**src/rtl/f_pc_npc_pkg.sv**
```systemverilog
// Shared definitions for the F-stage PC / next-PC block: NPCOp encodings and address constants.
package f_pc_npc_pkg;

    typedef enum logic [2:0] {
        NPC_SEQ = 3'b000,
        NPC_BR  = 3'b001,
        NPC_J   = 3'b010,
        NPC_JR  = 3'b011
    } npc_op_e;

    localparam logic [31:0] RESET_PC = 32'h0000_3000;
    localparam logic [31:0] PC_LO    = 32'h0000_3000;
    localparam logic [31:0] PC_HI    = 32'h0000_6FFC;

endpackage

```
**src/rtl/f_pc_npc_if.sv**
```systemverilog
// D-stage control/operand bundle into the F-stage PC block, plus its F-stage outputs.
interface f_pc_npc_if;
    logic        stall;
    logic [2:0]  NPCOp;
    logic        b_result;
    logic [31:0] D_PC;
    logic [15:0] D_imm16;
    logic [25:0] D_instr_index;
    logic [31:0] D_rs_val;
    logic [31:0] F_PC;
    logic [31:0] D_link;
    logic        F_ExcAdEL;

    modport master (
        output stall, NPCOp, b_result, D_PC, D_imm16, D_instr_index, D_rs_val,
        input  F_PC, D_link, F_ExcAdEL
    );

    modport slave (
        input  stall, NPCOp, b_result, D_PC, D_imm16, D_instr_index, D_rs_val,
        output F_PC, D_link, F_ExcAdEL
    );
endinterface

```
**src/rtl/f_pc_npc_npc_calc.sv**
```systemverilog
// Combinational next-PC selection: sequential, taken branch, j/jal and jr targets.
module npc_calc
    import f_pc_npc_pkg::*;
(
    input  logic [2:0]  NPCOp,
    input  logic        b_result,
    input  logic [31:0] F_PC,
    input  logic [31:0] D_PC,
    input  logic [15:0] D_imm16,
    input  logic [25:0] D_instr_index,
    input  logic [31:0] D_rs_val,
    output logic [31:0] npc
);

    logic [31:0] seq_pc;
    logic [31:0] br_pc;
    logic [31:0] j_pc;

    always_comb begin
        seq_pc = F_PC + 32'd4;
        // Branch offset is relative to the delay-slot address, D_PC+4.
        br_pc  = D_PC + 32'd4 + {{14{D_imm16[15]}}, D_imm16, 2'b00};
        j_pc   = {D_PC[31:28], D_instr_index, 2'b00};
        npc    = seq_pc;
        case (NPCOp)
            NPC_SEQ: npc = seq_pc;
            NPC_BR:  npc = b_result ? br_pc : seq_pc;
            NPC_J:   npc = j_pc;
            NPC_JR:  npc = D_rs_val;
            default: npc = seq_pc;
        endcase
    end

endmodule

```
**src/rtl/f_pc_npc.sv**
```systemverilog
// F-stage PC register with stall/reset priority; optional fetch address-error flag
// built only when NPC_ALIGN_EXC_EN is defined.
module f_pc_npc
    import f_pc_npc_pkg::*;
#(
    parameter logic [31:0] RESET_PC_VAL = RESET_PC
) (
    input logic          clk,
    input logic          reset,
    f_pc_npc_if.slave    bus
);

    logic [31:0] pc_q;
    logic [31:0] pc_d;
    logic [31:0] npc;

    npc_calc u_npc_calc (
        .NPCOp         (bus.NPCOp),
        .b_result      (bus.b_result),
        .F_PC          (pc_q),
        .D_PC          (bus.D_PC),
        .D_imm16       (bus.D_imm16),
        .D_instr_index (bus.D_instr_index),
        .D_rs_val      (bus.D_rs_val),
        .npc           (npc)
    );

    always_comb begin
        pc_d = bus.stall ? pc_q : npc;
    end

    always_ff @(posedge clk) begin
        if (reset) begin
            pc_q <= RESET_PC_VAL;
        end else begin
            pc_q <= pc_d;
        end
    end

    assign bus.F_PC   = pc_q;
    assign bus.D_link = bus.D_PC + 32'd8;

`ifdef NPC_ALIGN_EXC_EN
    logic exc_q;
    logic exc_d;

    always_comb begin
        exc_d = exc_q;
        if (!bus.stall) begin
            exc_d = (pc_d[1:0] != 2'b00) || (pc_d < PC_LO) || (pc_d > PC_HI);
        end
    end

    always_ff @(posedge clk) begin
        if (reset) begin
            exc_q <= 1'b0;
        end else begin
            exc_q <= exc_d;
        end
    end

    assign bus.F_ExcAdEL = exc_q;
`else
    assign bus.F_ExcAdEL = 1'b0;
`endif

endmodule

```
**src/flat_wrapper.sv**
```systemverilog
// flat-port wrapper written by rule: the top's interface ports become plain ports
module f_pc_npc_flat import f_pc_npc_pkg::*;
#(
    parameter logic [31:0] RESET_PC_VAL = RESET_PC
)
  (clk, reset, bus_stall, bus_NPCOp, bus_b_result, bus_D_PC, bus_D_imm16, bus_D_instr_index, bus_D_rs_val, bus_F_PC, bus_D_link, bus_F_ExcAdEL);
  f_pc_npc_if bus_i ();
  input logic clk;
  input logic reset;
  input wire logic [$bits(bus_i.stall)-1:0] bus_stall;
  input wire logic [$bits(bus_i.NPCOp)-1:0] bus_NPCOp;
  input wire logic [$bits(bus_i.b_result)-1:0] bus_b_result;
  input wire logic [$bits(bus_i.D_PC)-1:0] bus_D_PC;
  input wire logic [$bits(bus_i.D_imm16)-1:0] bus_D_imm16;
  input wire logic [$bits(bus_i.D_instr_index)-1:0] bus_D_instr_index;
  input wire logic [$bits(bus_i.D_rs_val)-1:0] bus_D_rs_val;
  output wire logic [$bits(bus_i.F_PC)-1:0] bus_F_PC;
  output wire logic [$bits(bus_i.D_link)-1:0] bus_D_link;
  output wire logic [$bits(bus_i.F_ExcAdEL)-1:0] bus_F_ExcAdEL;
  assign bus_i.stall = bus_stall;
  assign bus_i.NPCOp = bus_NPCOp;
  assign bus_i.b_result = bus_b_result;
  assign bus_i.D_PC = bus_D_PC;
  assign bus_i.D_imm16 = bus_D_imm16;
  assign bus_i.D_instr_index = bus_D_instr_index;
  assign bus_i.D_rs_val = bus_D_rs_val;
  assign bus_F_PC = bus_i.F_PC;
  assign bus_D_link = bus_i.D_link;
  assign bus_F_ExcAdEL = bus_i.F_ExcAdEL;
  f_pc_npc #(.RESET_PC_VAL(RESET_PC_VAL)) u_core (.clk(clk), .reset(reset), .bus(bus_i));
endmodule
```
**config.mk**
```make
export PLATFORM = sky130hd
export DESIGN_NAME = f_pc_npc_flat
export DESIGN_NICKNAME = d
export VERILOG_FILES = /design/src/rtl/f_pc_npc_pkg.sv /design/src/rtl/f_pc_npc_if.sv /design/src/rtl/f_pc_npc_npc_calc.sv /design/src/rtl/f_pc_npc.sv /design/src/flat_wrapper.sv
export SDC_FILE = /design/constraint.sdc
export NUM_CORES = 1
export LEC_CHECK = 0
export ABC_AREA = 1
export CAP_MARGIN = 10
export CORE_UTILIZATION = 50
export DETAILED_ROUTE_END_ITERATION = 12
export PLACE_DENSITY = 0.89
export SLEW_MARGIN = 25
export SYNTH_ARGS = -nofsm -noshare
export SYNTH_HDL_FRONTEND = slang
export SYNTH_HIERARCHICAL = 1
export SYNTH_SLANG_ARGS = --single-unit
```
**constraint.sdc**
```tcl
create_clock -name clk -period 2.5 [get_ports clk]
set_input_delay 0.375 -clock clk [delete_from_list [all_inputs] [get_ports clk]]
set_output_delay 0.375 -clock clk [all_outputs]
set_load 0.01 [all_outputs]
```
==> results of run 1 <==
metrics by stage:
step                      hold slack (ns)  area (um2)   TNS, ns  cells
after global placement              0.497        9080    -13.28   1631
after detailed placement            0.506        9080    -16.32   1631
after CTS                           0.513        9680  -0.00449   1650
after floorplan                     0.522        6290         0   1191
repair_timing:
action	CTS
pin swaps	29
cloned	1
setup buffers	10
gates resized for setup	122
endpoints found under the setup margin	50
layer usage:
layer / GRT overflow / GRT usage
met2: 4 / 0.856
met5: 0 / 0.125
met4: 8 / 0.623
met3: 0 / 0.495
met1: 0 / 0.667
kinds of logic after synthesis:
kind of cell	share of synthesized area
XOR/XNOR	0.0460
AO/OA/AOI/OAI	0.116
other	0.000596
adder cells (fa/ha/maj)	0.121
AND/OR/NAND/NOR	0.492
buffers and inverters	0.123
flip-flops	0.102
==> run_results.csv, run 1 <==
group,metric,value,unit
yosys,synth_edf_count,0,
die,ios,178,
place,gp_congestion,1.03,
global_routing,grt_max_degree,33,
clock_network,cts_sinks,32,
global_routing,gr-total-overflow,12,
yosys,yosysSeqAreaShare,0.102,
status,tool.error,"[ERROR GRT-0232] Routing congestion too high. Check the congestion heatmap in the GUI.",
timing,endpoint_type,"register input",
yosys,yosysTopAreaCell,"nand2_1",
yosys,syn_area_per_cell,5.28,um2
yosys,netlist_top_cells_area,"nand2_1, ha_1, dfxtp_1",
die,start_util,0.519,
yosys,synth.most_common_cell,"nand2_1",
status,status,"stopped before the end",
die,die_h,114,um
clock_network,cts_buffer_depth,2,
clock_network,cts-root-buf,"clkbuf_16",
place,dpl.hpwl,20.4,mm
yosys,synth_area,6290,um2
clock_network,htree_levels,2,
yosys,async_flop_share,0,
yosys,ys_seq_elements,32,
yosys,syn-num-nets,1364,
status,haltStage,"global routing (5_1_grt)",
die,std_cell_rows,40,
yosys,netlist-cell-type-count,42,
clock_network,numCtsBuffers,5,
yosys,synth-warning-count,6,
yosys,synth_common_cells,"nand2_1, inv_1, nor2_1, nand3_1, ha_1",
place,dp_slack,-0.570,ns
timing,postGrtWorstEndpoint,"u_core/bus.F_PC[11]$_SDFFE_PP0N_/D",
yosys,synth_top_area_frac,0.244,
die,die-width,114,um
clock_network,hold_buffers,0,
yosys,synthFlopType,"dfxtp_1",
global_routing,grt_use_total,0.662,
yosys,synthCells,1191,
place,portBuffers,176,
==> run 2: changes to the inputs <==
--- a/config.mk
+++ b/config.mk
@@ -7,9 +7,9 @@
 export LEC_CHECK = 0
 export ABC_AREA = 1
 export CAP_MARGIN = 10
-export CORE_UTILIZATION = 50
+export CORE_UTILIZATION = 40
 export DETAILED_ROUTE_END_ITERATION = 12
-export PLACE_DENSITY = 0.89
+export PLACE_DENSITY_LB_ADDON = 0.15
 export SLEW_MARGIN = 25
 export SYNTH_ARGS = -nofsm -noshare
 export SYNTH_HDL_FRONTEND = slang
==> run_results.csv, run 2 <==
group,metric,value,unit
die,std_cell_rows,45,
place,portBuffers,176,
yosys,synthCells,1191,
die,die_h,127,um
timing,fmax,411,MHz
route,dr.pass1.iters,6,
yosys,yosysSeqAreaShare,0.102,
route,via_per_inst,5.19,
place,dp.cells,1664,
global_routing,gr-total-overflow,0,
timing,worst_pin_slew,0.582,ns
yosys,synth_edf_count,0,
route,num_vias,8786,
clock_network,hold_buffers,0,
place,gp_congestion,1.01,
die,core,15300,um2
yosys,async_flop_share,0,
yosys,synth_common_cells,"nand2_1, inv_1, nor2_1, nand3_1, ha_1",
yosys,synth_top_area_frac,0.244,
clock_network,cts_tree,"built",
place,dpl.hpwl,19.8,mm
yosys,syn-num-nets,1364,
layout,final_nets,1655,
route,drc,0,
worst_setup_path,crit_required,2.12,ns
pwr,cellPowerDensity,325,nW/um2
flow_run,cap_violations,0,
clock_network,cts_sinks,32,
yosys,synthFlopType,"dfxtp_1",
yosys,yosysTopAreaCell,"nand2_1",
worst_setup_path,worstRegToRegCells,12,
hold_path,hold_start,"u_core/bus.F_PC[0]",
route,drt_iter0_drc,652,
layout,fin_util,0.682,
timing,fin_crit_sh,0.972,
layout,synthToLayoutAreaGrowth,65.5,%
die,ios,178,
route,wl,26.2,mm
worst_setup_path,crit_path_cell_trace,"clkdlybuf4s50_1 -> buf_4 -> nand2_1 -> nor2_1 -> nand2_1 -> nor2_4 -> buf_4 -> nand3b_1 -> nand2_1 -> dlygate4sd2_1",
worst_setup_path,critPathCaptureType,"primary output",
yosys,netlist_top_cells_area,"nand2_1, ha_1, dfxtp_1",
clock_network,clk_pin_slew,0.05,ns
timing,min_period,2.43,ns
timing,relSlewSlack,0.607,
route,wire_per_inst,15.5,um
yosys,synth_area,6290,um2
yosys,ys_seq_elements,32,
layout,largest_register_ffs,32,
die,die-width,127,um
clock_network,numCtsBuffers,5,
layout,drive_gt1_frac,0.216,
hold_path,hp-class,"reg -> reg",
global_routing,grt_use_total,0.306,
pwr,leakage,0.00517,uW
clock_network,htree_levels,2,
worst_setup_path,crit_top_cell,"nand2_1",
worst_setup_path,r2r-end,"u_core/bus.F_PC[16]",
yosys,syn_area_per_cell,5.28,um2
clock_network,clk-insertion-delay-late,0.28,ns
worst_setup_path,cp_max_fo,4,
pwr,ir_worst_vdd,0.295,mV
worst_setup_path,critical_path_buf_inv_count,4,
die,die_area,16200,um2
die,start_util,0.412,
yosys,synth-warning-count,6,
worst_setup_path,timing.rr.start,"u_core/bus.F_PC[3]",
layout,mostFrequentLayoutCells,"nand2_1, inv_1, nor2_1",
yosys,synth.most_common_cell,"nand2_1",
worst_setup_path,critical_path_class,"in -> out",
clock_network,cts-root-buf,"clkbuf_16",
timing,hold_violations,0,
timing,finClkSkew,0.00404,ns
global_routing,grt_pass1_vias,8032,
timing,rsz0062_at_grt,"true",
worst_setup_path,regToRegSetupSlack,0.27,ns
layout,insertedDiodeCount,0,
yosys,netlist-cell-type-count,42,
route,ant_nets,0,
worst_setup_path,startpoint_type,"input port",
global_routing,grt_first_pass_wirelength,39.2,mm
hold_path,holdPathStages,2,
clock_network,cts_buffer_depth,2,
worst_setup_path,slowest_stage,"clkdlybuf4s50_1",
worst_setup_path,cpPeakStageDelay,0.48,ns
status,status,"finished, final reports clean",
timing,report.final.slew_viol_count,0,
hold_path,min_to,"u_core/bus.F_PC[0]",
global_routing,antenna_found_initial,0,
worst_setup_path,cp.arrival,2.06,ns
layout,stdcell_count,1694,
timing,finalSetupViolCount,0,
global_routing,grt_max_degree,33,
layout,layout_commonest_cell,"nand2_1",
worst_setup_path,cp_top_family,"buffers and inverters",
## run 2: cell counts after synthesis
Identical to the previous run, type by type.
## run 2: final cells by class
type / count / area (um2)
multi-input cells: 957 / 5800
fillers: 1408 / 4850
repair buffers: 311 / 2850
inverters: 175 / 659
flip-flops and latches: 32 / 641
well taps: 211 / 264
clock buffers: 7 / 153
clock inverters: 1 / 30.0
## run 2: kinds of logic (layout without fill, tap and decap cells)
logic type               after synthesis  after routing  share of synthesized area
AO/OA/AOI/OAI                        126            126                      0.116
XOR/XNOR                              33             33                     0.0460
adder cells (fa/ha/maj)               60             60                      0.121
buffers and inverters                202            494                      0.123
flip-flops                            32             32                      0.102
other                                  1              1                   0.000596
AND/OR/NAND/NOR                      737            737                      0.492
## run 2: how the worst max path moves through the flow
stage	depth (start not counted)	slack, ns	start	endpoint
2_1_floorplan	16	0.20	bus_D_PC[3]	u_core/bus.F_PC[23]
3_3_place_gp	17	-0.48	bus_D_imm16[15]	u_core/bus.F_PC[31]
3_5_place_dp	14	-0.50	bus_D_PC[13]	u_core/bus.F_PC[22]
4_1_cts	16	-0.02	bus_D_PC[13]	u_core/bus.F_PC[22]
5_1_grt	15	-0.03	bus_D_imm16[4]	u_core/bus.F_PC[30]
6_report	10	0.07	bus_D_PC[5]	bus_D_link[20]
## run 2: worst min-delay path: stages (launching register included)
cell,delay [ns]
dfxtp_1,0.32
nor2_1,0.10
nor2_1,0.05
## run 2: timing repair
item,CTS,global route
endpoints found under the setup margin,46,36
cloned,1,0
resized for setup,98,148
pin swaps,18,51
setup buffers,11,10
endpoints found under the hold margin,0,0
## run 2: stage by stage
| step | TNS [ns] | setup WS [ns] | total power, uW | cell area, um2 | hold slack [ns] |
|---|---|---|---|---|---|
| 6_report | 0 | 0.0690 | 3380 | 10400 | 0.511 |
| 5_1_grt | -0.204 | -0.0305 | 3600 | 10400 | 0.551 |
| 4_1_cts | -0.0190 | -0.0159 | 3150 | 9680 | 0.511 |
| 3_5_place_dp | -15.09 | -0.497 | 2270 | 9070 | 0.503 |
| 3_3_place_gp | -14.10 | -0.484 | 2260 | 9070 | 0.503 |
| 2_1_floorplan | 0 | 0.196 | 1450 | 6290 | 0.522 |
## run 2: power by group
group	internal (uW)	switching (uW)
registers	550	59.7
clock network	525	238
logic	969	1040
## run 2: routing by layer
layer / track usage / share of wire / vias up
li1: - / - / 4371
met1: 0.406 / 0.44 / 4009
met2: 0.509 / 0.46 / 358
met3: 0.0519 / 0.077 / 48
met4: 0.0819 / 0.025 / 0
met5: 0 / 0 / -
Note: power is estimated with default switching activity, not from simulation.
==> run 3: changes to the inputs <==
--- a/config.mk
+++ b/config.mk
@@ -9,6 +9,7 @@
 export CAP_MARGIN = 10
 export CORE_UTILIZATION = 40
 export DETAILED_ROUTE_END_ITERATION = 12
+export DONT_BUFFER_PORTS = 1
 export PLACE_DENSITY_LB_ADDON = 0.15
 export SLEW_MARGIN = 25
 export SYNTH_ARGS = -nofsm -noshare
==> run_results.csv, run 3 (synthesis gave the netlist of run 2 again) <==
group,metric,value,unit
place,gp_congestion,0.938,
global_routing,gr-total-overflow,0,
layout,largest_register_ffs,32,
layout,mostFrequentLayoutCells,"nand2_1, inv_1, nor2_1",
clock_network,numCtsBuffers,5,
worst_setup_path,critical_path_buf_inv_count,0,
timing,report.final.slew_viol_count,0,
worst_setup_path,critPathCaptureType,"flip-flop",
route,via_per_inst,5.23,
timing,hold_violations,0,
timing,setup_ws,0.308,ns
clock_network,clk_pin_slew,0.06,ns
global_routing,grt_pass1_vias,6626,
place,dpl.hpwl,18.0,mm
worst_setup_path,crit_path_cell_trace,"nand2_1 -> nor3_1 -> nand2_1 -> nor2_2 -> nand3_1 -> nand2_1 -> a21oi_1 -> nand2_1 -> nand3_1 -> o21ai_0 -> nor2_1",
layout,layout_commonest_cell,"nand2_1",
worst_setup_path,crit_required,2.68,ns
worst_setup_path,cp_top_family,"simple AND/OR/NAND/NOR gates",
place,post_dp_cell_area,6750,um2
die,die_area,16200,um2
worst_setup_path,regToRegSetupSlack,0.31,ns
clock_network,cts_tree,"built",
global_routing,grt_use_total,0.266,
route,dr.pass1.iters,7,
pwr,leakage,0.00359,uW
timing,fmax,456,MHz
clock_network,cts_sinks,32,
layout,synthToLayoutAreaGrowth,9.67,%
clock_network,post_cts_resized,0,
die,ios,178,
clock_network,clk-insertion-delay-late,0.28,ns
worst_setup_path,cpPeakStageDelay,0.50,ns
layout,seq_area,641,um2
worst_setup_path,slowest_stage,"dfxtp_1",
worst_setup_path,crit_top_cell,"nand2_1",
route,drc,0,
global_routing,grt_max_degree,34,
worst_setup_path,cp_max_fo,6,
clock_network,postCtsSetupBuffers,0,
worst_setup_path,critical_path_class,"reg -> reg",
die,start_util,0.412,
layout,n_fill_cell,1777,
global_routing,grt_first_pass_wirelength,34.0,mm
clock_network,cts_buffer_depth,2,
timing,finClkSkew,0.00392,ns
route,ant_nets,0,
timing,rsz0062_at_grt,"false",
pwr,ir_worst_vdd,0.235,mV
timing,worst_pin_slew,0.516,ns
worst_setup_path,startpoint_type,"flip-flop",
layout,multi_input_area,4870,um2
layout,insertedDiodeCount,0,
global_routing,antenna_found_initial,0,
route,drt_iter0_drc,595,
flow_run,cap_violations,0,
pwr,cellPowerDensity,352,nW/um2
timing,min_period,2.19,ns
clock_network,hold_buffers,0,
layout,final_nets,1384,
pwr,p_total,2430,uW
place,portBuffers,0,
clock_network,htree_levels,2,
status,status,"finished, final reports clean",
die,die_h,127,um
die,core,15300,um2
timing,fin_crit_sh,0.877,
worst_setup_path,cp.arrival,2.37,ns
layout,drive_gt1_frac,0.0660,
place,dp_slack,0.0399,ns
timing,finalSetupViolCount,0,
timing,hold_slack,0.222,ns
route,num_vias,7437,
clock_network,cts-root-buf,"clkbuf_16",
layout,final_cell_area,6900,um2
die,std_cell_rows,45,
timing,relSlewSlack,0.655,
hold_path,hp-class,"in -> reg",
timing,finalSetupTns,0,ns
route,wl,21.9,mm
die,die-width,127,um
route,wire_per_inst,15.4,um
-- run 3: metrics by stage --
step                      cells  utilization
after floorplan            1191            -
after global placement     1415        0.442
after detailed placement   1415        0.442
after CTS                  1423        0.452
after global routing       1423        0.452
final                      1423        0.452
-- run 3: layer usage --
metal	global-route usage	part of all wire	vias to the layer above
li1	-	-	3816
met1	0.374	0.47	3340
met2	0.437	0.44	263
met3	0.0377	0.071	18
met4	0.0406	0.012	0
met5	0	0	-
-- run 3: worst reg2reg max path, delay by kind of cell, from the launching register on --
family	cells	cell delay, ns
AND/OR/NAND/NOR	9	1.38
flip-flops	1	0.50
AO/OA/AOI/OAI	2	0.21
-- run 3: area by class of cell --
type,count,area share
clock buffer,7,0.0207
clock inverter,1,0.00109
inverter,175,0.0952
multi-input combinational,957,0.706
sequential,32,0.0929
tap,211,0.0383
timing repair buffer,40,0.0454
-- run 3: worst paths after layout --
| check | from | endpoint | cells past startpoint |
|---|---|---|---|
| worst max-delay path | u_core/bus.F_PC[9] | u_core/bus.F_PC[29] | 11 |
| worst max register to register | u_core/bus.F_PC[9] | u_core/bus.F_PC[29] | 11 |
| worst min register to register | u_core/bus.F_PC[19] | u_core/bus.F_PC[19] | 2 |
| worst min-delay path | bus_stall | u_core/bus.F_PC[13] | 2 |
-- run 3: power by group --
part / switching, uW / internal [uW]
clock: 251 / 397
combinational: 729 / 435
sequential: 69.5 / 550
